**src/rtl/imem_fetch_responder_pkg.sv**
```systemverilog
// Shared definitions for the instruction-memory responder and its fetch-side neighbours.
// State encoding, default bus widths and the wait-state counter width.
package imem_fetch_responder_pkg;

    localparam int unsigned DefAddrW = 8;
    localparam int unsigned DefDataW = 16;
    localparam int unsigned CntW     = 4;

    typedef enum logic {
        StIdle = 1'b0,
        StWait = 1'b1
    } state_t;

endpackage

```
**src/rtl/imem_array.sv**
```systemverilog
// Program store: DEPTH x DATA_W words, synchronous write, combinational read.
module imem_array
    import imem_fetch_responder_pkg::*;
#(
    parameter int unsigned ADDR_W = DefAddrW,
    parameter int unsigned DATA_W = DefDataW
) (
    input  logic              clock,
    input  logic              wr_en,
    input  logic [ADDR_W-1:0] wr_addr,
    input  logic [DATA_W-1:0] wr_data,
    input  logic [ADDR_W-1:0] rd_addr,
    output logic [DATA_W-1:0] rd_data
);

    localparam int unsigned Depth = 1 << ADDR_W;

    logic [DATA_W-1:0] mem [Depth];

    always_ff @(posedge clock) begin
        if (wr_en) begin
            mem[wr_addr] <= wr_data;
        end
    end

    assign rd_data = mem[rd_addr];

endmodule

```
**src/rtl/imem_fetch_responder.sv**
```systemverilog
// Instruction-memory responder: accepts a fetch read, waits WAIT_CYCLES, returns the word.
// Optional response counter enabled by defining IMEM_FETCH_STATS_EN.
module imem_fetch_responder
    import imem_fetch_responder_pkg::*;
#(
    parameter int unsigned ADDR_W      = DefAddrW,
    parameter int unsigned DATA_W      = DefDataW,
    parameter int unsigned WAIT_CYCLES = 2
) (
    input  logic              clock,
    input  logic              reset,
    input  logic              mem_read,
    input  logic [ADDR_W-1:0] pc_addr,
    output logic              mem_busy,
    output logic [DATA_W-1:0] instr,
    output logic              instr_valid,
    input  logic              load_en,
    input  logic [ADDR_W-1:0] load_addr,
    input  logic [DATA_W-1:0] load_data
`ifdef IMEM_FETCH_STATS_EN
    ,
    output logic [15:0]       resp_count
`endif
);

    localparam logic [CntW-1:0] WaitLoad = CntW'(WAIT_CYCLES);

    state_t            state;
    logic [CntW-1:0]   wait_count;
    logic [ADDR_W-1:0] fetch_addr;
    logic [DATA_W-1:0] rd_data;

    imem_array #(
        .ADDR_W (ADDR_W),
        .DATA_W (DATA_W)
    ) u_array (
        .clock   (clock),
        .wr_en   (load_en),
        .wr_addr (load_addr),
        .wr_data (load_data),
        .rd_addr (fetch_addr),
        .rd_data (rd_data)
    );

    // Read data is sampled before a same-edge load lands, giving read-before-write.
    always_ff @(posedge clock or posedge reset) begin
        if (reset) begin
            state       <= StIdle;
            wait_count  <= '0;
            fetch_addr  <= '0;
            instr       <= '0;
            instr_valid <= 1'b0;
`ifdef IMEM_FETCH_STATS_EN
            resp_count  <= '0;
`endif
        end else begin
            instr_valid <= 1'b0;
            case (state)
                StIdle: begin
                    if (mem_read) begin
                        fetch_addr <= pc_addr;
                        wait_count <= WaitLoad;
                        state      <= StWait;
                    end
                end
                StWait: begin
                    if (wait_count != '0) begin
                        wait_count <= wait_count - CntW'(1);
                    end else begin
                        instr       <= rd_data;
                        instr_valid <= 1'b1;
                        state       <= StIdle;
`ifdef IMEM_FETCH_STATS_EN
                        resp_count  <= resp_count + 16'd1;
`endif
                    end
                end
                default: state <= StIdle;
            endcase
        end
    end

    assign mem_busy = (state == StWait);

endmodule

```
**config.mk**
```make
export PLATFORM = sky130hd
export DESIGN_NAME = imem_fetch_responder
export DESIGN_NICKNAME = d
export VERILOG_FILES = /design/src/rtl/imem_fetch_responder_pkg.sv /design/src/rtl/imem_array.sv /design/src/rtl/imem_fetch_responder.sv
export SDC_FILE = /design/constraint.sdc
export NUM_CORES = 2
export LEC_CHECK = 0
export ABC_CLOCK_PERIOD_IN_PS = 2900
export BUFFER_PORTS_ARGS = -buffer_cell sky130_fd_sc_hd__buf_2
export CORE_MARGIN = 2
export CORE_UTILIZATION = 40
export DETAILED_ROUTE_END_ITERATION = 10
export PLACE_DENSITY_LB_ADDON = 0.1
export SYNTH_ARGS = -nofsm -noshare
export SYNTH_HDL_FRONTEND = slang
export SYNTH_SLANG_ARGS = --single-unit
```
**constraint.sdc**
```tcl
create_clock -name clock -period 2.9 [get_ports clock]
set_input_delay 0.435 -clock clock [delete_from_list [all_inputs] [get_ports clock]]
set_output_delay 0.435 -clock clock [all_outputs]
set_load 0.01 [all_outputs]
```
; Word level (Yosys, flattened, before mapping)
; Memory sizes are Yosys's and may differ from the RTL's. A register that Yosys moved wholly into a read port is not among the register bits.
; Index checks and enable logic that the tools add are counted.
[totals]
mem_bits_rw = 4096
memories = 1
register_bits = 14
out_inout_bits = 18
[memory_table]
columns = memory, words, width, read_ports, rd_clocked_by_memory_dff, wr, line
row1 = u_array.mem, 256, 16, 1, 1, 1, imem_array.sv:18  ; logic [DATA_W-1:0] mem [Depth];
[op_classes]
n_addsub = 1
mux = 10
reduce_logical = 4
n_eq_ne = 2
bitwise_logic = 2
[op_table]
columns = op, count
row1 = $mux W4, 2
row2 = $pmux W4 S2, 1
row3 = $mux W1, 6
row4 = $reduce_and A2 Y1, 3
row5 = $reduce_bool A4 Y1, 1
row6 = $sub A4 B1 Y4 const B, 1
row7 = $ne A2 B1 Y1 const B, 1
row8 = $ne A2 B2 Y1 const B, 1
row9 = $not A1 Y1, 2
row10 = $pmux W1 S2, 1

; Depth between registers and ports, before layout
[logic_depth]
word_depth = 3
ltp_mapped = 13
mapped_depth_nobuf = 11

; Modules after synthesis
; A second synthesis with hierarchy kept.
[hier_totals]
hier_cells = 7424
area_unflattened_um2 = 159623.1
[by_module_without_submodules]
columns = module, area_each_um2, seq_area_each_um2, instances, cells_each
row1 = imem_array, 158394.4, 122998.0, 1, 7344
row2 = imem_fetch_responder, 1228.7, 750.7, 1, 80

; Worst setup path after synthesis
; No wires, ideal clock.
[synth_path]
path_type = in2reg
startpoint = in load_addr[3]
endpoint = mem u_array.mem[235][0] (netlist name), enable pin
setup_slack_ps = 300
arrival_ps = 2212
cell_stages = 6
path_buffers = 3
setup_ps = 388
path_cell_list = clkbuf_1 nor2b_1 clkbuf_1 nand4_1 clkbuf_1 nor2_1
[synth_lines]
columns = item, line
row1 = from (decl), imem_fetch_responder.sv:18  ; input logic [ADDR_W-1:0] load_addr,
row2 = to (decl), imem_array.sv:18
; Straight into the memory's write port.

==> flow_summary_export.csv <==
group,metric,value,unit
sta,fin_ws,-0.567,ns
cts,clk_pin_slew,0.06,ns
power_and_ir_drop,max-vdd-ir-drop,0.547,mV
worst_setup_path,r2r_end,"instr[13]",
die,rows,231,
synth,synth_top_family_by_area,"multiplexers",
synth,synth_xor_area_share,0.00549,%
sta,worstMarginPinSlew,0.976,ns
cts,cts_tree,"yes",
route,post-route-drc-count,0,
die,die_w,636,µm
final_layout,finalInstanceArea,0.193,mm²
cts,htreeDepth,5,
grt,grt_util_met1,35.4,%
worst_setup_path,setup.worst_path.start_class,"flop",
power_and_ir_drop,p_leak,63.4,nW
route,wirelength,511,mm
grt,grt_pass1_wl,699,mm
outcome,outcome,"finished, violations left",
final_layout,stdcell_count,14600,
place,place_hpwl,324,mm
outcome,failed_checks,"negative setup slack",
grt,grt_max_degree,109,
synth,async_flop_share,0.727,%
route,first_iter_violations,10100,
grt,use_met2,40.3,%
synth,yosysTopAreaCell,"edfxtp_1",
cts,clock_path_buffers,4,
grt,grt_busiest_layer,"met2",
synth,post_synth.cell_area_avg,21.1,µm²
synth,synth_edf_count,4096,
route,vias_per_cell,5.78,
synth,synth_flop_cell,"edfxtp_1",
route,dr_total_vias,84200,
worst_setup_path,reg2reg_depth,10,
cts,clk_latency,1.00,ns
synth,synth_area_leaders,"edfxtp_1, mux4_2, mux2i_1",
worst_setup_path,endpoint_kind,"flop",
place,globalplace.congestion,0.850,
synth,synth-simple-area-share,1.91,%
synth,syn_area,0.160,mm²
sta,slew_violations,0,
synth,netlist.area_leader.share,77.1,%
sta,slew_headroom,34.9,%
route,drt_pre_antenna_iters,6,
cts,cts_buffers,438,
synth,synth_most_common_cell,"edfxtp_1",
synth,syn_nets,7605,
sta,post-route-period-util,120,%
cts,numClockSinks,4126,
synth,yosys_register_bits,4126,
worst_setup_path,crit_start,"fetch_addr[0]",
sta,min_period,3.47,ns
die,core_area,0.397,mm²
place,pre_cts_slack,-1.09,ns
sta,finalSetupTns,-5.16,ns
place,numPortBuffers,53,
sta,finClkSkew,0.0625,ns
sta,hold_ws,0.185,ns
worst_hold_path,hold_path_class,"input pin to flop",
grt,met3_usage,3.56,%
sta,rsz0062_at_grt,"true",
place,place_inst,13600,
cts,cts_root_buf,"clkbuf_16",
route,ant_nets,0,
synth,syn_inst,7568,
synth,synth_common_cells,"edfxtp_1, mux4_2, mux2i_1, nor2_1, o22ai_1",
grt,grt_pass1_vias,83900,
grt,grt_overflow_total,0,
worst_setup_path,path_class,"flop to flop",
final_layout,nets,8987,
worst_setup_path,reg2reg_slack,-0.57,ns
die,dieArea,0.404,mm²
worst_setup_path,crit_path_end,"instr[13]",
die,initial_utilization,40.2,%
sta,fmax,0.288,GHz
sta,setup_viol,16,
synth,ys_warn_count,0,
grt,grt_usage,24.8,%
sta,finalHoldViolCount,0,
worst_setup_path,cp_max_fo,8,
synth,yosysSeqAreaShare,77.6,%
die,io_pins,54,
final_layout,drive_above_1_share,32.6,%
flow_run,maxCapViolCount,0,
power_and_ir_drop,cellPowerDensity,926,mW/mm²
synth,synthMuxAreaShare,14.4,%
synth,synth_fa_ha_area_share,0.00784,%
worst_setup_path,required,3.80,ns
grt,antenna_found_initial,46,
worst_setup_path,cp.arrival,4.36,ns
place,placed_cell_area,0.176,mm²
final_layout,area_growth,21.3,%
synth,ys_types,73,
synth,synth-compound-area-share,4.03,%
die,die_y,636,µm
worst_setup_path,rr_startpoint,"fetch_addr[0]",
route,wl_per_cell,35.1,µm
==> critical path: stages (launching register included) <==
cell and delay, ns:
dfrtp_4 0.54, buf_16 0.18, buf_12 0.15, buf_12 0.14
buf_16 0.15, mux4_2 0.38, a22oi_2 0.07, a22o_4 0.30
a2111oi_4 0.56, nand4_1 0.52, o211ai_1 0.33
==> layout by cell type, fill, tap and decap left out, types with 14 or more instances in the layout <==
cell type | netlist | layout
dlygate4sd3_1 | 0 | 25
nand4_1 | 22 | 22
o22ai_1 | 245 | 228
diode_2 | 0 | 14
buf_16 | 0 | 26
clkbuf_16 | 0 | 446
mux4_2 | 673 | 680
mux2i_1 | 624 | 617
mux4_1 | 54 | 47
nand3_2 | 0 | 18
nor2_1 | 310 | 194
o221ai_2 | 1 | 14
clkinv_2 | 0 | 77
nor3_1 | 36 | 23
o221ai_1 | 101 | 86
buf_4 | 47 | 931
nand2_1 | 190 | 170
buf_12 | 26 | 290
clkinv_1 | 1 | 111
a21oi_2 | 0 | 15
nor2_2 | 1 | 115
buf_6 | 68 | 49
a211oi_1 | 109 | 83
o22ai_2 | 0 | 14
a22o_1 | 26 | 22
o21ai_0 | 77 | 61
nand3_1 | 54 | 31
a22oi_2 | 0 | 33
bufinv_16 | 0 | 22
nand2_2 | 0 | 18
edfxtp_1 | 4096 | 4096
a22oi_1 | 138 | 105
clkbuf_1 | 141 | 102
dfrtp_1 | 30 | 24
a21oi_1 | 120 | 102
buf_2 | 114 | 37
buf_8 | 34 | 25
a211oi_2 | 0 | 21
==> kinds of logic (layout without fill, tap and decap cells) <==
family	after synthesis	count (layout)
adders and majority gates	1	1
other	0	14
muxes	1359	1359
buffers and inverters	462	2195
xor gates and xnor gates	1	1
DFF	4126	4126
and+or+nand+nor	697	697
AOI/OAI and AO/OA	922	922
==> per-layer routing <==
| metal | up-vias | wire length [µm] | share of wire, % |
|---|---|---|---|
| met5 | - | 67 | 0.013 |
| met4 | 10 | 14200 | 2.8 |
| met3 | 596 | 33100 | 6.5 |
| met2 | 3000 | 244000 | 48 |
| met1 | 45900 | 220000 | 43 |
| li1 | 34700 | - | - |
==> state kept, by name, indices dropped and copies added, names as in the netlist <==
signal and flops:
instr_valid 1, fetch_addr 8, u_array.mem 4096, instr 16
mem_busy 1, wait_count 4
==> layout make-up <==
| class | count | area [µm²] |
|---|---|---|
| Timing Repair Buffer | 1395 | 15200 |
| Clock buffer | 554 | 11600 |
| Clock inverter | 237 | 1860 |
| Inverter | 9 | 42.5 |
| Antenna cell | 14 | 35.0 |
| Sequential cell | 4126 | 124000 |
| Tap cell | 5242 | 6560 |
| Multi-Input combinational cell | 2980 | 34400 |
| Fill cell | 32600 | 203000 |
==> power breakdown <==
group	leakage [nW]	internal [mW]	switching (mW)	total, mW
Sequential	37.2	65.9	0.615	66.5
Clock	6.60	30.1	23.2	53.3
Combinational	19.6	26.4	33.0	59.3
==> how the worst min path moves through the flow <==
| stage | start | endpoint | slack (ns) | depth (start not counted) |
|---|---|---|---|---|
| floorplan | wait_count[2] | wait_count[2] | 0.46 | 2 |
| global placement | instr[5] | instr[5] | 0.56 | 2 |
| detailed placement | wait_count[2] | wait_count[2] | 0.57 | 3 |
| CTS | load_addr[1] | u_array.mem[199][4] | 0.13 | 4 |
| global route | mem_read | fetch_addr[2] | 0.17 | 5 |
| finish | mem_read | fetch_addr[2] | 0.18 | 5 |
==> stage by stage <==
step / utilization [%] / power [mW]
after floorplan: - / 96.5
after global placement: 44.5 / 122
after detailed placement: 44.5 / 122
after CTS: 48.6 / 179
after global routing: 48.8 / 185
final: 48.8 / 179
==> timing repair <==
item                                   CTS  global route
buffers inserted                        52            39
endpoints found under the hold margin  590             0
cloned                                  15             3
pin swaps                               65            64
setup endpoints to repair               16            16
hold buffers                            25             0
resized for setup                      303           130
Note: power is estimated with default switching activity, not from simulation.
